===== config.mk =====
export PLATFORM = sky130hd
export DESIGN_NAME = auto_jogador_flat
export DESIGN_NICKNAME = d
export VERILOG_FILES = /design/src/rtl/auto_jogador_pkg.sv /design/src/rtl/auto_jogador_if.sv /design/src/rtl/auto_jogador_temporizador.sv /design/src/rtl/auto_jogador.sv /design/src/flat_wrapper.sv
export SDC_FILE = /design/constraint.sdc
export NUM_CORES = 1
export LEC_CHECK = 0
export ABC_CLOCK_PERIOD_IN_PS = 3850
export BUFFER_PORTS_ARGS = -buffer_cell sky130_fd_sc_hd__clkbuf_2
export CAP_MARGIN = 20
export CORE_MARGIN = 2
export CORE_UTILIZATION = 56
export CTS_CLUSTER_DIAMETER = 60
export DETAILED_ROUTE_END_ITERATION = 10
export HOLD_SLACK_MARGIN = 0.08
export PLACE_DENSITY = 0.75
export SETUP_SLACK_MARGIN = 0.4
export SYNTH_ARGS = -nofsm -noshare
export SYNTH_HDL_FRONTEND = slang
export SYNTH_HIERARCHICAL = 1
export SYNTH_SLANG_ARGS = --single-unit
export TNS_END_PERCENT = 10

===== constraint.sdc =====
create_clock -name clock -period 3.85 [get_ports clock]
set_clock_uncertainty 0.15 [all_clocks]
set_input_delay 0.385 -clock clock [delete_from_list [all_inputs] [get_ports clock]]
set_output_delay 0.385 -clock clock [all_outputs]
set_load 0.005 [all_outputs]

===== src/rtl/auto_jogador_pkg.sv =====
// rtl/auto_jogador_pkg.sv - shared states, result codes and play decoding for auto_jogador
package auto_jogador_pkg;

    typedef enum logic [3:0] {
        INICIAL,
        PULSO_INICIAR,
        ESPERA_LED,
        CAPTURA,
        ESPERA_APAGA,
        PRESSIONA,
        SOLTA,
        NOVA_PRESSIONA,
        NOVA_SOLTA,
        ESPERA_FIM,
        FIM
    } estado_t;

    localparam logic [1:0] RESULT_NONE = 2'b00;
    localparam logic [1:0] RESULT_WON  = 2'b01;
    localparam logic [1:0] RESULT_LOST = 2'b10;
    localparam logic [1:0] RESULT_ERR  = 2'b11;

    localparam int TIMER_W = 8;

    function automatic logic [3:0] decodifica(input logic [1:0] sel);
        return 4'b0001 << sel;
    endfunction

    function automatic logic um_quente(input logic [3:0] v);
        return (v != 4'd0) && ((v & (v - 4'd1)) == 4'd0);
    endfunction

endpackage


===== src/rtl/auto_jogador_if.sv =====
// rtl/auto_jogador_if.sv - button/LED handshake between the automatic player and the game
interface auto_jogador_if;
    logic       iniciar;
    logic [3:0] botoes;
    logic [3:0] leds;
    logic       pronto;
    logic       ganhou;
    logic       perdeu;

    modport master (output iniciar, botoes, input leds, pronto, ganhou, perdeu);
    modport slave  (input iniciar, botoes, output leds, pronto, ganhou, perdeu);
endinterface


===== src/rtl/auto_jogador_temporizador.sv =====
// rtl/auto_jogador_temporizador.sv - loadable down-counter shared by every timed state
module auto_jogador_temporizador
    import auto_jogador_pkg::*;
(
    input  logic               clock,
    input  logic               reset,
    input  logic               carregar,
    input  logic [TIMER_W-1:0] valor,
    output logic               fim
);

    logic [TIMER_W-1:0] cnt_q, cnt_d;

    always_comb begin
        cnt_d = cnt_q;
        if (carregar) begin
            cnt_d = valor;
        end else if (cnt_q != '0) begin
            cnt_d = cnt_q - 1'b1;
        end
    end

    always_ff @(posedge clock or negedge reset) begin
        if (!reset) begin
            cnt_q <= '0;
        end else begin
            cnt_q <= cnt_d;
        end
    end

    assign fim = (cnt_q == '0);

endmodule


===== src/rtl/auto_jogador.sv =====
// rtl/auto_jogador.sv - automatic player for the memory game; AUTO_JOGADOR_PERDER_EN adds a deliberate wrong press
module auto_jogador
    import auto_jogador_pkg::*;
#(
    parameter int         PRESS_CYCLES = 10,
    parameter int         GAP_CYCLES   = 10,
    parameter int         START_CYCLES = 5,
    parameter logic [3:0] SEED         = 4'b1001
) (
    input  logic          clock,
    input  logic          reset,
    input  logic          comecar,
    auto_jogador_if.master jogo,
    output logic          ativo,
    output logic [1:0]    resultado,
    output logic [3:0]    db_rodada,
    output logic [3:0]    db_jogada
`ifdef AUTO_JOGADOR_PERDER_EN
    ,
    input  logic [3:0]    rodada_perder,
    input  logic [3:0]    jogada_perder,
    input  logic [3:0]    botao_perder
`endif
);

    localparam logic [TIMER_W-1:0] T_PRESS = TIMER_W'(PRESS_CYCLES - 1);
    localparam logic [TIMER_W-1:0] T_GAP   = TIMER_W'(GAP_CYCLES - 1);
    localparam logic [TIMER_W-1:0] T_START = TIMER_W'(START_CYCLES - 1);

    estado_t            estado_q, estado_d;
    logic               iniciar_q, iniciar_d;
    logic [3:0]         botoes_q, botoes_d;
    logic               ativo_q, ativo_d;
    logic [1:0]         resultado_q, resultado_d;
    logic [3:0]         rodada_q, rodada_d;
    logic [3:0]         jogada_q, jogada_d;
    logic [3:0]         lfsr_q, lfsr_d;
    logic               errado_q, errado_d;
    logic [3:0]         seq_q [16];
    logic [3:0]         seq_d [16];

    logic               carregar;
    logic [TIMER_W-1:0] valor;
    logic               fim;
    logic               inicia;
    logic               pos_erro;
    logic [3:0]         botao_erro;
    logic [3:0]         nova;

    auto_jogador_temporizador u_temporizador (
        .clock    (clock),
        .reset    (reset),
        .carregar (carregar),
        .valor    (valor),
        .fim      (fim)
    );

    always_comb begin
        estado_d    = estado_q;
        iniciar_d   = iniciar_q;
        botoes_d    = botoes_q;
        ativo_d     = ativo_q;
        resultado_d = resultado_q;
        rodada_d    = rodada_q;
        jogada_d    = jogada_q;
        lfsr_d      = lfsr_q;
        errado_d    = errado_q;
        seq_d       = seq_q;
        carregar    = 1'b0;
        valor       = '0;
        inicia      = 1'b0;
        nova        = decodifica(lfsr_q[1:0]);

        case (estado_q)
            INICIAL: if (comecar) begin
                estado_d    = PULSO_INICIAR;
                iniciar_d   = 1'b1;
                ativo_d     = 1'b1;
                resultado_d = RESULT_NONE;
                rodada_d    = 4'd0;
                jogada_d    = 4'd0;
                errado_d    = 1'b0;
                carregar    = 1'b1;
                valor       = T_START;
            end
            PULSO_INICIAR: if (fim) begin
                iniciar_d = 1'b0;
                estado_d  = ESPERA_LED;
            end
            ESPERA_LED: if (jogo.leds != 4'd0) begin
                seq_d[0] = jogo.leds;
                estado_d = CAPTURA;
            end
            CAPTURA: if (um_quente(seq_q[0])) begin
                estado_d = ESPERA_APAGA;
            end else begin
                resultado_d = RESULT_ERR;
                ativo_d     = 1'b0;
                estado_d    = FIM;
            end
            ESPERA_APAGA: if (jogo.leds == 4'd0) inicia = 1'b1;
            PRESSIONA: if (fim) begin
                botoes_d = 4'd0;
                estado_d = SOLTA;
                carregar = 1'b1;
                valor    = T_GAP;
            end
            SOLTA: if (fim) begin
                // after an inserted wrong press, the same index is replayed correctly
                if (errado_q) begin
                    inicia = 1'b1;
                end else if (jogada_q < rodada_q) begin
                    jogada_d = jogada_q + 4'd1;
                    inicia   = 1'b1;
                end else if (rodada_q != 4'd15) begin
                    seq_d[rodada_q + 4'd1] = nova;
                    botoes_d = nova;
                    lfsr_d   = {lfsr_q[2:0], lfsr_q[3] ^ lfsr_q[2]};
                    estado_d = NOVA_PRESSIONA;
                    carregar = 1'b1;
                    valor    = T_PRESS;
                end else begin
                    estado_d = ESPERA_FIM;
                end
            end
            NOVA_PRESSIONA: if (fim) begin
                botoes_d = 4'd0;
                estado_d = NOVA_SOLTA;
                carregar = 1'b1;
                valor    = T_GAP;
            end
            NOVA_SOLTA: if (fim) begin
                rodada_d = rodada_q + 4'd1;
                jogada_d = 4'd0;
                inicia   = 1'b1;
            end
            ESPERA_FIM: ;
            FIM: if (!comecar) estado_d = INICIAL;
            default: estado_d = INICIAL;
        endcase

`ifdef AUTO_JOGADOR_PERDER_EN
        pos_erro   = (rodada_d == rodada_perder) && (jogada_d == jogada_perder);
        botao_erro = botao_perder;
`else
        pos_erro   = 1'b0;
        botao_erro = 4'd0;
`endif

        if (inicia) begin
            estado_d = PRESSIONA;
            carregar = 1'b1;
            valor    = T_PRESS;
            if (pos_erro && !errado_q) begin
                botoes_d = botao_erro;
                errado_d = 1'b1;
            end else begin
                botoes_d = seq_q[jogada_d];
                errado_d = 1'b0;
            end
        end

        // game end overrides any press that would start this cycle
        if (jogo.pronto && (estado_q inside {PRESSIONA, SOLTA, NOVA_PRESSIONA, NOVA_SOLTA, ESPERA_FIM})) begin
            estado_d    = FIM;
            botoes_d    = 4'd0;
            ativo_d     = 1'b0;
            errado_d    = 1'b0;
            resultado_d = jogo.ganhou ? RESULT_WON : (jogo.perdeu ? RESULT_LOST : RESULT_NONE);
        end
    end

    always_ff @(posedge clock or negedge reset) begin
        if (!reset) begin
            estado_q    <= INICIAL;
            iniciar_q   <= 1'b0;
            botoes_q    <= 4'd0;
            ativo_q     <= 1'b0;
            resultado_q <= RESULT_NONE;
            rodada_q    <= 4'd0;
            jogada_q    <= 4'd0;
            lfsr_q      <= SEED;
            errado_q    <= 1'b0;
            seq_q       <= '{default: 4'd0};
        end else begin
            estado_q    <= estado_d;
            iniciar_q   <= iniciar_d;
            botoes_q    <= botoes_d;
            ativo_q     <= ativo_d;
            resultado_q <= resultado_d;
            rodada_q    <= rodada_d;
            jogada_q    <= jogada_d;
            lfsr_q      <= lfsr_d;
            errado_q    <= errado_d;
            seq_q       <= seq_d;
        end
    end

    assign jogo.iniciar = iniciar_q;
    assign jogo.botoes  = botoes_q;
    assign ativo        = ativo_q;
    assign resultado    = resultado_q;
    assign db_rodada    = rodada_q;
    assign db_jogada    = jogada_q;

endmodule


===== src/flat_wrapper.sv =====
// flat-port wrapper written by rule: the top's interface ports become plain ports
module auto_jogador_flat import auto_jogador_pkg::*;
#(
    parameter int         PRESS_CYCLES = 10,
    parameter int         GAP_CYCLES   = 10,
    parameter int         START_CYCLES = 5,
    parameter logic [3:0] SEED         = 4'b1001
)
  (clock, reset, comecar, ativo, resultado, db_rodada, db_jogada, jogo_iniciar, jogo_botoes, jogo_leds, jogo_pronto, jogo_ganhou, jogo_perdeu);
  auto_jogador_if jogo_i ();
  input  logic clock;
  input  logic reset;
  input  logic comecar;
  output logic ativo;
  output logic [1:0] resultado;
  output logic [3:0] db_rodada;
  output logic [3:0] db_jogada;
  output wire logic [$bits(jogo_i.iniciar)-1:0] jogo_iniciar;
  output wire logic [$bits(jogo_i.botoes)-1:0] jogo_botoes;
  input wire logic [$bits(jogo_i.leds)-1:0] jogo_leds;
  input wire logic [$bits(jogo_i.pronto)-1:0] jogo_pronto;
  input wire logic [$bits(jogo_i.ganhou)-1:0] jogo_ganhou;
  input wire logic [$bits(jogo_i.perdeu)-1:0] jogo_perdeu;
  assign jogo_iniciar = jogo_i.iniciar;
  assign jogo_botoes = jogo_i.botoes;
  assign jogo_i.leds = jogo_leds;
  assign jogo_i.pronto = jogo_pronto;
  assign jogo_i.ganhou = jogo_ganhou;
  assign jogo_i.perdeu = jogo_perdeu;
  auto_jogador #(.PRESS_CYCLES(PRESS_CYCLES), .GAP_CYCLES(GAP_CYCLES), .START_CYCLES(START_CYCLES), .SEED(SEED)) u_core (.clock(clock), .reset(reset), .comecar(comecar), .jogo(jogo_i), .ativo(ativo), .resultado(resultado), .db_rodada(db_rodada), .db_jogada(db_jogada));
endmodule

==> impl_results.md, run 1 <==
- Result of the run: finished clean
- # nets final: 678
- Top flip-flop cell by instance count after synthesis: dfrtp_1
- Cell area after synthesis: 0.00582 mm2
- Cell accounting for the most synthesized area: dfrtp_1
- Global-route wire length before repair: 25,600 um
- Share of synthesized flip-flops with an asynchronous set or reset: 1.00
- Overall routing resource usage: 0.293
- TritonCTS clock tree: done
- Worst rel slew slack: 0.355
- Proportion of power drawn by combinational gates: 0.375
- Clock buffers created by TritonCTS: 9
- Max-cap check violation count: 0
- Area share of the largest cell type after synthesis: 0.404
- Timing-limited maximum frequency: 0.272 GHz
- Number of failing hold endpoints at the final stage: 0
- Yosys warns: 6
- Period utilization: 0.956
- TritonRoute pass-1 iters: 5
- Clk pwr share: 0.211
- Worst hold path class: input pin to flop
- WL met1: 6660 um
- Final setup vio count: 0
- Clock Root Buffer: clkbuf_8
- Unrepaired setup endpoints after global routing: yes
- Number of vias per cell after detailed routing: 6.42
- Max stage delay cell, worst path: or4b_4
- Area of the core: 0.0102 mm2
- CP Cell Sequence: inv_2, ha_4, or3b_4, nor2_4, or4b_4, a21oi_4, buf_6, o21ai_0, mux2_4, buf_4, buf_4, a221oi_1, a2111oi_2, a211oi_1
- Via count of the first global-routing pass: 4,958
- DIE HEIGHT: 106 um
- Layout cells sized above 1: 0.302
- Final worst-path setup slack: 0.168 ns
- Synth Instances: 608
- Most Frequent Cell on Critical Path: buf_4
- 1st-iter DRT viols: 451
- Seq pwr share: 0.414
- Most area-consuming cells after synthesis: dfrtp_1 40%, mux2_2 15%, nand2_1 4.8%
- Commonest cells in the synthesized netlist: 94 x dfrtp_1, 80 x mux2_2, 75 x nand2_1, 49 x nor2_1, 32 x a21oi_1
- Wirelength, routed: 16,000 um
- Top routing layer in use: met4
- Sum of buffers and inverters on the critical path: 4
- Max Fanout on Critical Path: 6
- Leakage power: 3.05 nW
- Setup slack of the most critical reg-to-reg path: 0.17 ns
- Number of top-level design ports: 26
- Total Die Area: 0.0112 mm2
- Final Instance Area: 0.00668 mm2
- Pin count of the biggest net entering global routing: 86
- Total congestion overflow after global routing: 0
- Ant. Diodes: 0
- X dimension of the die: 106 um
- Category of the most critical setup path: flop to flop
- Part of the Yosys area used for sequential elements: 0.414
- Final Max Tran Viols: 0
- Met2 wire length: 7740 um
- Input/output buffers: 25
- Number of distinct library cells after synthesis: 71
- Switching component of the power: 1.12 mW
- Transition time at the pin with the least slew margin: 0.967 ns
- Area overhead of the layout relative to synthesis: 14.9%
- Switching power share of the total: 0.371
- Type of element capturing the critical path: flop
- Area of placed instances: 0.00622 mm2
- Wirelength per Cell: 20.1 um
- Routability Congestion: 0.943
- Category of cells accounting for the largest share of critical-path delay: simple AND/OR/NAND/NOR gates
- Deepest clock path buffer count: 2
- Worst skew pair latency: 0.37 ns
- Worst-case vdd ir drop: 0.496 mV
- CP arrival: 3.81 ns
- Power Density: 454 mW/mm2
- Setup tns final: 0 ns
- Drc violations: 0
- Site row count: 37
- Required time of the critical path: 3.97 ns
- Count of vias placed by the detailed router: 5,126
- Largest incremental delay on the critical path: 0.50 ns
- Starting utilization of the core area: 0.571
- Worst setup SP type: flop
- Post-synthesis sequential element count: 96
- Shortest clock period the worst path allows after layout: 3.68 ns
- Mean area per synthesized cell: 9.57 um2
- Hpwl dp: 10,700 um
- Dpl ws: 0.0184 ns
- Minimum hold slack: 0.0968 ns
- Metal3 WL: 1150 um
- Initial antenna violation count: 0
- Total internal power: 1.91 mW
- DRT antenna net count: 0
- Number of clock sinks: 96
- Cell with the most instances after synthesis: dfrtp_1
- Number of synthesized flops with an enable pin: 0
- Clock-pin slew of the registers on the worst-case setup and hold paths: 0.09 ns
- CTS H-tree lvls: 3
-- sequential cells by signal (all words and copies together), names as in the netlist --
signal / count
u_core/ativo: 1
u_core/db_jogada: 4
u_core/db_rodada: 4
u_core/estado_q: 4
u_core/jogo.botoes: 4
u_core/jogo.iniciar: 1
u_core/lfsr_q: 4
u_core/resultado: 2
u_core/seq_q: 64
u_core/u_temporizador/cnt_q: 8
-- logic make-up after synthesis --
kind of cell,share of synthesized area
AND/OR/NAND/NOR,0.165
XOR/XNOR,0.00753
buffers and inverters,0.0381
multiplexers,0.181
AO/OA/AOI/OAI,0.173
adder cells (fa/ha/maj),0.0215
other,0.000645
flip-flops,0.414
-- cell usage in the layout (no fill, tap or decap), types with 12 or more instances in the layout --
| cell | synthesis | layout |
|---|---|---|
| mux2_2 | 80 | 78 |
| mux2i_1 | 15 | 14 |
| nor3_1 | 22 | 21 |
| o21ai_0 | 30 | 30 |
| clkbuf_2 | 1 | 24 |
| nor2_1 | 49 | 48 |
| o22ai_1 | 20 | 20 |
| clkbuf_8 | 0 | 12 |
| buf_4 | 0 | 43 |
| nand2_1 | 75 | 73 |
| dfrtp_1 | 94 | 94 |
| a21oi_1 | 32 | 30 |
-- worst reg2reg max path, delay by kind of cell, from the launching register on --
kind / cells / cell delay, ns
compound gates: 5 / 0.97
fa+ha+maj: 1 / 0.14
buf+inv: 4 / 0.56
flops: 1 / 0.40
mux: 1 / 0.38
simple gates: 3 / 1.00
-- power by group through the flow --
| stage | Combinational, mW | Sequential (mW) | Clock, mW |
|---|---|---|---|
| after floorplan | 0.745 | 1.25 | 0 |
| after global placement | 0.995 | 1.28 | 0 |
| after detailed placement | 1.02 | 1.28 | 0 |
| after CTS | 1.10 | 1.25 | 0.645 |
| after global routing | 1.25 | 1.27 | 0.684 |
| final | 1.14 | 1.26 | 0.640 |
-- per-stage QoR --
stage	utilization	cells	total power, mW
2_1_floorplan	-	612	1.99
3_3_place_gp	0.611	766	2.27
3_5_place_dp	0.611	766	2.31
4_1_cts	0.651	796	3.00
5_1_grt	0.656	798	3.21
6_report	0.656	798	3.03
-- routing by layer --
| layer | vias to the layer above | GRT usage |
|---|---|---|
| met5 | - | 0 |
| li1 | 2329 | - |
| met4 | 0 | 0.0987 |
| met2 | 238 | 0.497 |
| met3 | 41 | 0.0478 |
| met1 | 2518 | 0.383 |
-- worst paths after layout --
| kind | from | endpoint | depth (start not counted) |
|---|---|---|---|
| worst max-delay path | u_core/u_temporizador/cnt_q[0] | u_core/jogo.botoes[3] | 14 |
| worst min-delay path | jogo_ganhou | u_core/resultado[0] | 3 |
| worst max register to register | u_core/u_temporizador/cnt_q[0] | u_core/jogo.botoes[3] | 14 |
| worst min register to register | u_core/seq_q[14] | u_core/seq_q[14] | 1 |
| max in group asynchronous | reset | u_core/seq_q[24] | 4 |
| min in group asynchronous | reset | u_core/jogo.iniciar | 2 |
-- cell type report --
type | instances | area [um2]
well taps | 136 | 170
flip-flops and latches | 96 | 2400
inverters | 15 | 60.1
clock buffers | 13 | 169
repair buffers | 73 | 551
fillers | 821 | 3500
multi-input cells | 463 | 3310
clock inverters | 2 | 13.8
-- repair_timing --
action | CTS | global route
hold buffers | 0 | 1
buffers inserted | 14 | 0
cloned | 1 | 0
gates resized for setup | 23 | 3
hold endpoints to repair | 0 | 14
pin swaps | 5 | 0
setup endpoints to repair | 28 | 27
Note: power is estimated with default switching activity, not from simulation.
==> run 2: changes to the inputs <==
==> constraint.sdc (replaced) <==
create_clock -name clock -period 3.85 [get_ports clock]
set_clock_uncertainty 0.15 [all_clocks]
set_input_delay 1.155 -clock clock [delete_from_list [all_inputs] [get_ports clock]]
set_output_delay 1.155 -clock clock [all_outputs]
set_load 0.005 [all_outputs]
==> run 2 against run 1 <==
  * Sequential power hardly changed
  * Sequential share of layout area hardly changed
  * Combinational power is essentially flat
  * Flip-flop and latch count unchanged
  * First-iteration DRC count increased by 7.8%
  * Critical path depth shrank 2
  * Final cell count unchanged
  * Wire length is 0.59% higher
  * Global-route usage rose by 0.48 points
  * Die area stayed put
  * Worst setup slack gained 0.16 ns
  * Critical path type unchanged
  * Largest cell class unchanged
  * Largest power group unchanged
==> impl_results.md, run 2 (synthesized netlist as in run 1, its figures left out) <==
- Result of the run: finished clean
- Clock buffers created by TritonCTS: 9
- Wirelength, routed: 16,100 um
- Number of vias per cell after detailed routing: 6.48
- Total Die Area: 0.0112 mm2
- Drc violations: 0
- Period utilization: 0.916
- Filler Cell Count: 822
- Required time of the critical path: 4.01 ns
- Number of clock sinks: 96
- Timing-limited maximum frequency: 0.284 GHz
- CP arrival: 3.68 ns
- Overall routing resource usage: 0.298
- Worst-case vdd ir drop: 0.387 mV
- Worst rel slew slack: 0.375
- Clock Root Buffer: clkbuf_8
- Routability Congestion: 0.947
- Cell count of the worst reg-to-reg path: 12
- Leakage power: 3.05 nW
- # nets final: 677
- Category of the most critical setup path: flop to flop
- Shortest clock period the worst path allows after layout: 3.53 ns
- Reg-to-reg critical path startpoint: u_core/u_temporizador/cnt_q[4]
- Deepest clock path buffer count: 2
- Power Density: 455 mW/mm2
- Cell depth of the worst min-delay path: 1
- Endpoint of the worst register-to-register path: u_core/jogo.botoes[0]
- Layout cells sized above 1: 0.308
- Register with the most flip-flops: u_core/seq_q
- Final cell count without fillers: 798
- Max stage delay cell, worst path: or4_4
- Setup tns final: 0 ns
- DRT antenna net count: 0
- Hold Crit Start: u_core/seq_q[12]
- Total design power: 3.04 mW
- Leading cell type in the layout, fill and taps excluded: dfrtp_1
- Worst skew pair latency: 0.38 ns
- Worst hold path class: flop to flop
- CTS H-tree lvls: 3
- Transition time at the pin with the least slew margin: 0.937 ns
- Number of top-level design ports: 26
- TritonCTS clock tree: done
- Final setup vio count: 0
- Largest incremental delay on the critical path: 0.58 ns
- Clock-pin slew of the registers on the worst-case setup and hold paths: 0.09 ns
- Max-cap check violation count: 0
- Setup slack of the most critical reg-to-reg path: 0.32 ns
- Post-CTS Hold Buffers: 0
- X dimension of the die: 106 um
- Total congestion overflow after global routing: 0
- Final Max Tran Viols: 0
- Worst setup SP type: flop
- Total instance count after detailed placement: 765
- Hpwl dp: 10,900 um
- Unrepaired setup endpoints after global routing: yes
- Area overhead of the layout relative to synthesis: 15.0%
- Number of failing hold endpoints at the final stage: 0
- Worst min-delay path endpoint: u_core/seq_q[12]
- Input/output buffers: 25
- Most used cells in the layout excluding fill and tap cells: 94 x dfrtp_1, 78 x mux2_2, 73 x nand2_1
- Wirelength per Cell: 20.2 um
- Max Fanout on Critical Path: 13
- TritonRoute pass-1 iters: 6
- Category of cells accounting for the largest share of critical-path delay: compound AO/OA/AOI/OAI gates
- 1st-iter DRT viols: 486
- Global-route wire length before repair: 26,100 um
- Number of flip-flops under the largest register name: 64
- Via count of the first global-routing pass: 5,126
- Fraction of the core area covered by cells at the end of the flow: 0.657
- CP Cell Sequence: or4_4, nor2_4, or4b_4, a21o_4, a21oi_4, buf_12, buf_4, o41ai_1, a211oi_2, o22ai_1, o41a_1, a31oi_1
- Largest registers in the final layout: u_core/seq_q: 64 flops, u_core/u_temporizador/cnt_q: 8 flops
- DIE HEIGHT: 106 um
- Site row count: 37
- Initial antenna violation count: 0
- Area of the core: 0.0102 mm2
- Sum of buffers and inverters on the critical path: 2
- Starting utilization of the core area: 0.571
- Count of vias placed by the detailed router: 5,174
- Ant. Diodes: 0
- Type of element capturing the critical path: flop
- Pin count of the biggest net entering global routing: 59
-- run 2: final cells by class --
cell class / count / area [um2] / share of cell area
clock inverter: 2 / 12.5 / 0.00187
tap: 136 / 170 / 0.0254
inverter: 15 / 60.1 / 0.00898
clock buffer: 14 / 173 / 0.0258
timing repair buffer: 72 / 533 / 0.0797
multi-input combinational: 463 / 3330 / 0.499
sequential: 96 / 2400 / 0.360
-- run 2: worst max path at each step --
stage / start / to / cells past startpoint
global route: u_core/u_temporizador/cnt_q[6] / u_core/jogo.botoes[1] / 12
global placement: u_core/u_temporizador/cnt_q[0] / u_core/jogo.botoes[3] / 13
CTS: u_core/u_temporizador/cnt_q[0] / u_core/u_temporizador/cnt_q[0] / 12
detailed placement: u_core/u_temporizador/cnt_q[6] / u_core/jogo.botoes[3] / 11
finish: u_core/u_temporizador/cnt_q[4] / u_core/jogo.botoes[0] / 12
floorplan: u_core/u_temporizador/cnt_q[0] / u_core/jogo.botoes[1] / 14
-- run 2: power by group --
group | leakage [nW] | switching (mW) | internal (mW)
Combinational | 1.66 | 0.650 | 0.492
Sequential | 1.29 | 0.133 | 1.13
Clock | 0.0927 | 0.352 | 0.288
-- run 2: per-stage QoR --
step | hold slack (ns) | area (um2) | worst slack [ns]
floorplan | 0.324 | 5860 | 0.285
global placement | 0.336 | 6230 | 0.0525
detailed placement | 0.344 | 6230 | 0.0438
CTS | 0.366 | 6620 | 0.336
global route | 0.373 | 6690 | 0.241
finish | 0.364 | 6690 | 0.325
-- run 2: metal layers --
layer	global-route usage	routed length, um	vias to the layer above
met2	0.497	7850	243
li1	-	-	2334
met5	0	0	-
met4	0.131	480	0
met1	0.375	6670	2550
met3	0.0625	1110	47
-- run 2: worst register-to-register path: cells and delay by family, from the launching register on --
family                 cells  cell delay [ns]
buffers and inverters      2             0.30
AND/OR/NAND/NOR            3             1.22
AO/OA/AOI/OAI              7             1.39
flip-flops                 1             0.39
-- run 2: timing repair --
action / CTS / global route
setup endpoints to repair: 24 / 28
pin swaps: 6 / 3
setup buffers: 12 / 4
gates resized for setup: 25 / 7
gates cloned: 1 / 0
==> run 3: changes to the inputs <==
- ABC_CLOCK_PERIOD_IN_PS: 3850 -> 4300
- CORE_UTILIZATION: 56 -> 65
- PLACE_DENSITY: 0.75 -> 0.83
- clock period: 3.85 -> 4.3 ns (I/O delays scaled with it)
==> run 3 against run 2 <==
  * Sequential power shrank 5%
  * Register-to-register slack better by 0.12 ns
  * Flip-flop and latch count did not move
  * Critical path depth grew 2
  * Sequential share of layout area up 1.3 points
  * Critical endpoint is now u_core/jogo.botoes[2]
  * Highest routed layer unchanged
==> impl_results.md, run 3 (synthesized netlist as in run 1, its figures left out) <==
- Result of the run: finished clean
- Final Max Tran Viols: 0
- Worst hold path class: flop to flop
- Area taken by flip-flops and latches: 0.00240 mm2
- Worst rel slew slack: 0.365
- Total congestion overflow after global routing: 0
- Final Instance Area: 0.00645 mm2
- Register with the most flip-flops: u_core/seq_q
- Category of the most critical setup path: flop to flop
- Worst setup SP type: flop
- CP Cell Sequence: inv_1, ha_2, or3b_4, nor2_2, or4b_4, a21o_1, a21oi_4, buf_4, buf_4, mux2_2, o22ai_1, a211oi_1, o21ai_0, a31oi_1
- Pin count of the biggest net entering global routing: 76
- CP arrival: 3.93 ns
- Area of placed instances: 0.00610 mm2
- Largest incremental delay on the critical path: 0.50 ns
- Category of cells accounting for the largest share of critical-path delay: simple AND/OR/NAND/NOR gates
- Fraction of the core area covered by cells at the end of the flow: 0.743
- Unrepaired setup endpoints after global routing: yes
- Most used cells in the layout excluding fill and tap cells: 94 x dfrtp_1, 79 x mux2_2, 73 x nand2_1
- Site row count: 34
- CTS H-tree lvls: 3
- TritonCTS clock tree: done
- Number of failing hold endpoints at the final stage: 0
- Power Density: 415 mW/mm2
- Max Fanout on Critical Path: 7
- TritonRoute pass-1 iters: 5
- Routability Congestion: 0.940
- Starting utilization of the core area: 0.670
- Shortest clock period the worst path allows after layout: 3.85 ns
- Overall routing resource usage: 0.321
- Input/output buffers: 25
- X dimension of the die: 98.6 um
- Clock buffers created by TritonCTS: 9
- 1st-iter DRT viols: 640
- Clock Root Buffer: clkbuf_8
- Max-cap check violation count: 0
- Worst-case vdd ir drop: 0.245 mV
- Setup tns final: 0 ns
- Number of top-level design ports: 26
- Number of vias per cell after detailed routing: 6.73
- Wirelength, routed: 15,400 um
- Wirelength per Cell: 20.4 um
- Post-CTS Hold Buffers: 0
- Deepest clock path buffer count: 2
- Most Frequent Cell on Critical Path: buf_4
- Area overhead of the layout relative to synthesis: 10.9%
- Worst skew pair latency: 0.38 ns
- Leading cell type in the layout, fill and taps excluded: dfrtp_1
- Drc violations: 0
- Number of flip-flops under the largest register name: 64
- Leakage power: 2.96 nW
- Transition time at the pin with the least slew margin: 0.952 ns
- Final setup vio count: 0
- Max stage delay cell, worst path: or4b_4
- Filler Cell Count: 600
- Area of the core: 0.00868 mm2
- Minimum hold slack: 0.364 ns
- Global-route wire length before repair: 25,000 um
- Timing-limited maximum frequency: 0.260 GHz
- Count of vias placed by the detailed router: 5,081
- Type of element capturing the critical path: flop
- Sum of buffers and inverters on the critical path: 3
- Clock-pin slew of the registers on the worst-case setup and hold paths: 0.11 ns
- Via count of the first global-routing pass: 4,990
- # nets final: 662
- DIE HEIGHT: 98.6 um
- Initial antenna violation count: 0
- Largest registers in the final layout: u_core/seq_q: 64 flops, u_core/u_temporizador/cnt_q: 8 flops
- Hpwl dp: 10,800 um
- DRT antenna net count: 0
- Period utilization: 0.896
- Number of clock sinks: 96
- Area of the multi-input gates: 0.00326 mm2
- Total Die Area: 0.00972 mm2
- Layout cells sized above 1: 0.277
- Ant. Diodes: 0
- Required time of the critical path: 4.38 ns
## run 3: cell count changes in the layout (fill, tap and decap cells not counted), sizes merged
| cell | delta |
|---|---|
| clkinv | +1 |
| clkinvlp | -1 |
| buf | -15 |
| bufinv | +1 |
| clkbuf | -3 |
| inv | +2 |
## run 3: what timing repair did
item | CTS | global route
setup endpoints to repair | 4 | 37
setup buffers | 3 | 7
pin swaps | 2 | 3
resized for setup | 5 | 11
cloned | 0 | 0
## run 3: final timing paths
path | start | end | slack, ns | cells after the start
worst min-delay path | u_core/seq_q[47] | u_core/seq_q[47] | 0.36 | 1
max in group asynchronous | reset | u_core/lfsr_q[3] | 2.32 | 2
worst max-delay path | u_core/u_temporizador/cnt_q[1] | u_core/jogo.botoes[2] | 0.45 | 14
worst min register to register | u_core/seq_q[47] | u_core/seq_q[47] | 0.36 | 1
min in group asynchronous | reset | u_core/u_temporizador/cnt_q[5] | 0.89 | 1
worst max register to register | u_core/u_temporizador/cnt_q[1] | u_core/jogo.botoes[2] | 0.45 | 14
## run 3: routing by layer
layer / global-route usage / wire, um
met1: 0.419 / 6230
met2: 0.525 / 7340
met3: 0.0546 / 1250
met4: 0.149 / 610
met5: 0 / 0
## run 3: per-stage QoR
step	worst slack [ns]	power (mW)	std cells
after detailed placement	0.198	2.02	729
after global placement	0.339	1.97	729
after floorplan	0.492	1.77	612
after global routing	0.338	2.82	755
after CTS	0.418	2.64	748
final	0.448	2.68	755
## run 3: worst register-to-register path, stage by stage, from the launching register on
cell	delay (ns)
dfrtp_1	0.43
inv_1	0.07
ha_2	0.20
or3b_4	0.43
nor2_2	0.16
or4b_4	0.50
a21o_1	0.23
a21oi_4	0.18
buf_4	0.18
buf_4	0.17
mux2_2	0.34
o22ai_1	0.14
a211oi_1	0.07
o21ai_0	0.29
a31oi_1	0.15
## run 3: cell type report
type / instances / share of cell area
sequential: 96 / 0.373
clock inverter: 5 / 0.00989
inverter: 15 / 0.00912
tap: 108 / 0.0209
timing repair buffer: 57 / 0.0595
multi-input combinational: 463 / 0.506
clock buffer: 11 / 0.0219
## run 3: power by group
part           switching [mW]  internal [mW]
Combinational           0.475          0.384
Clock                   0.333          0.290
Sequential              0.190           1.01
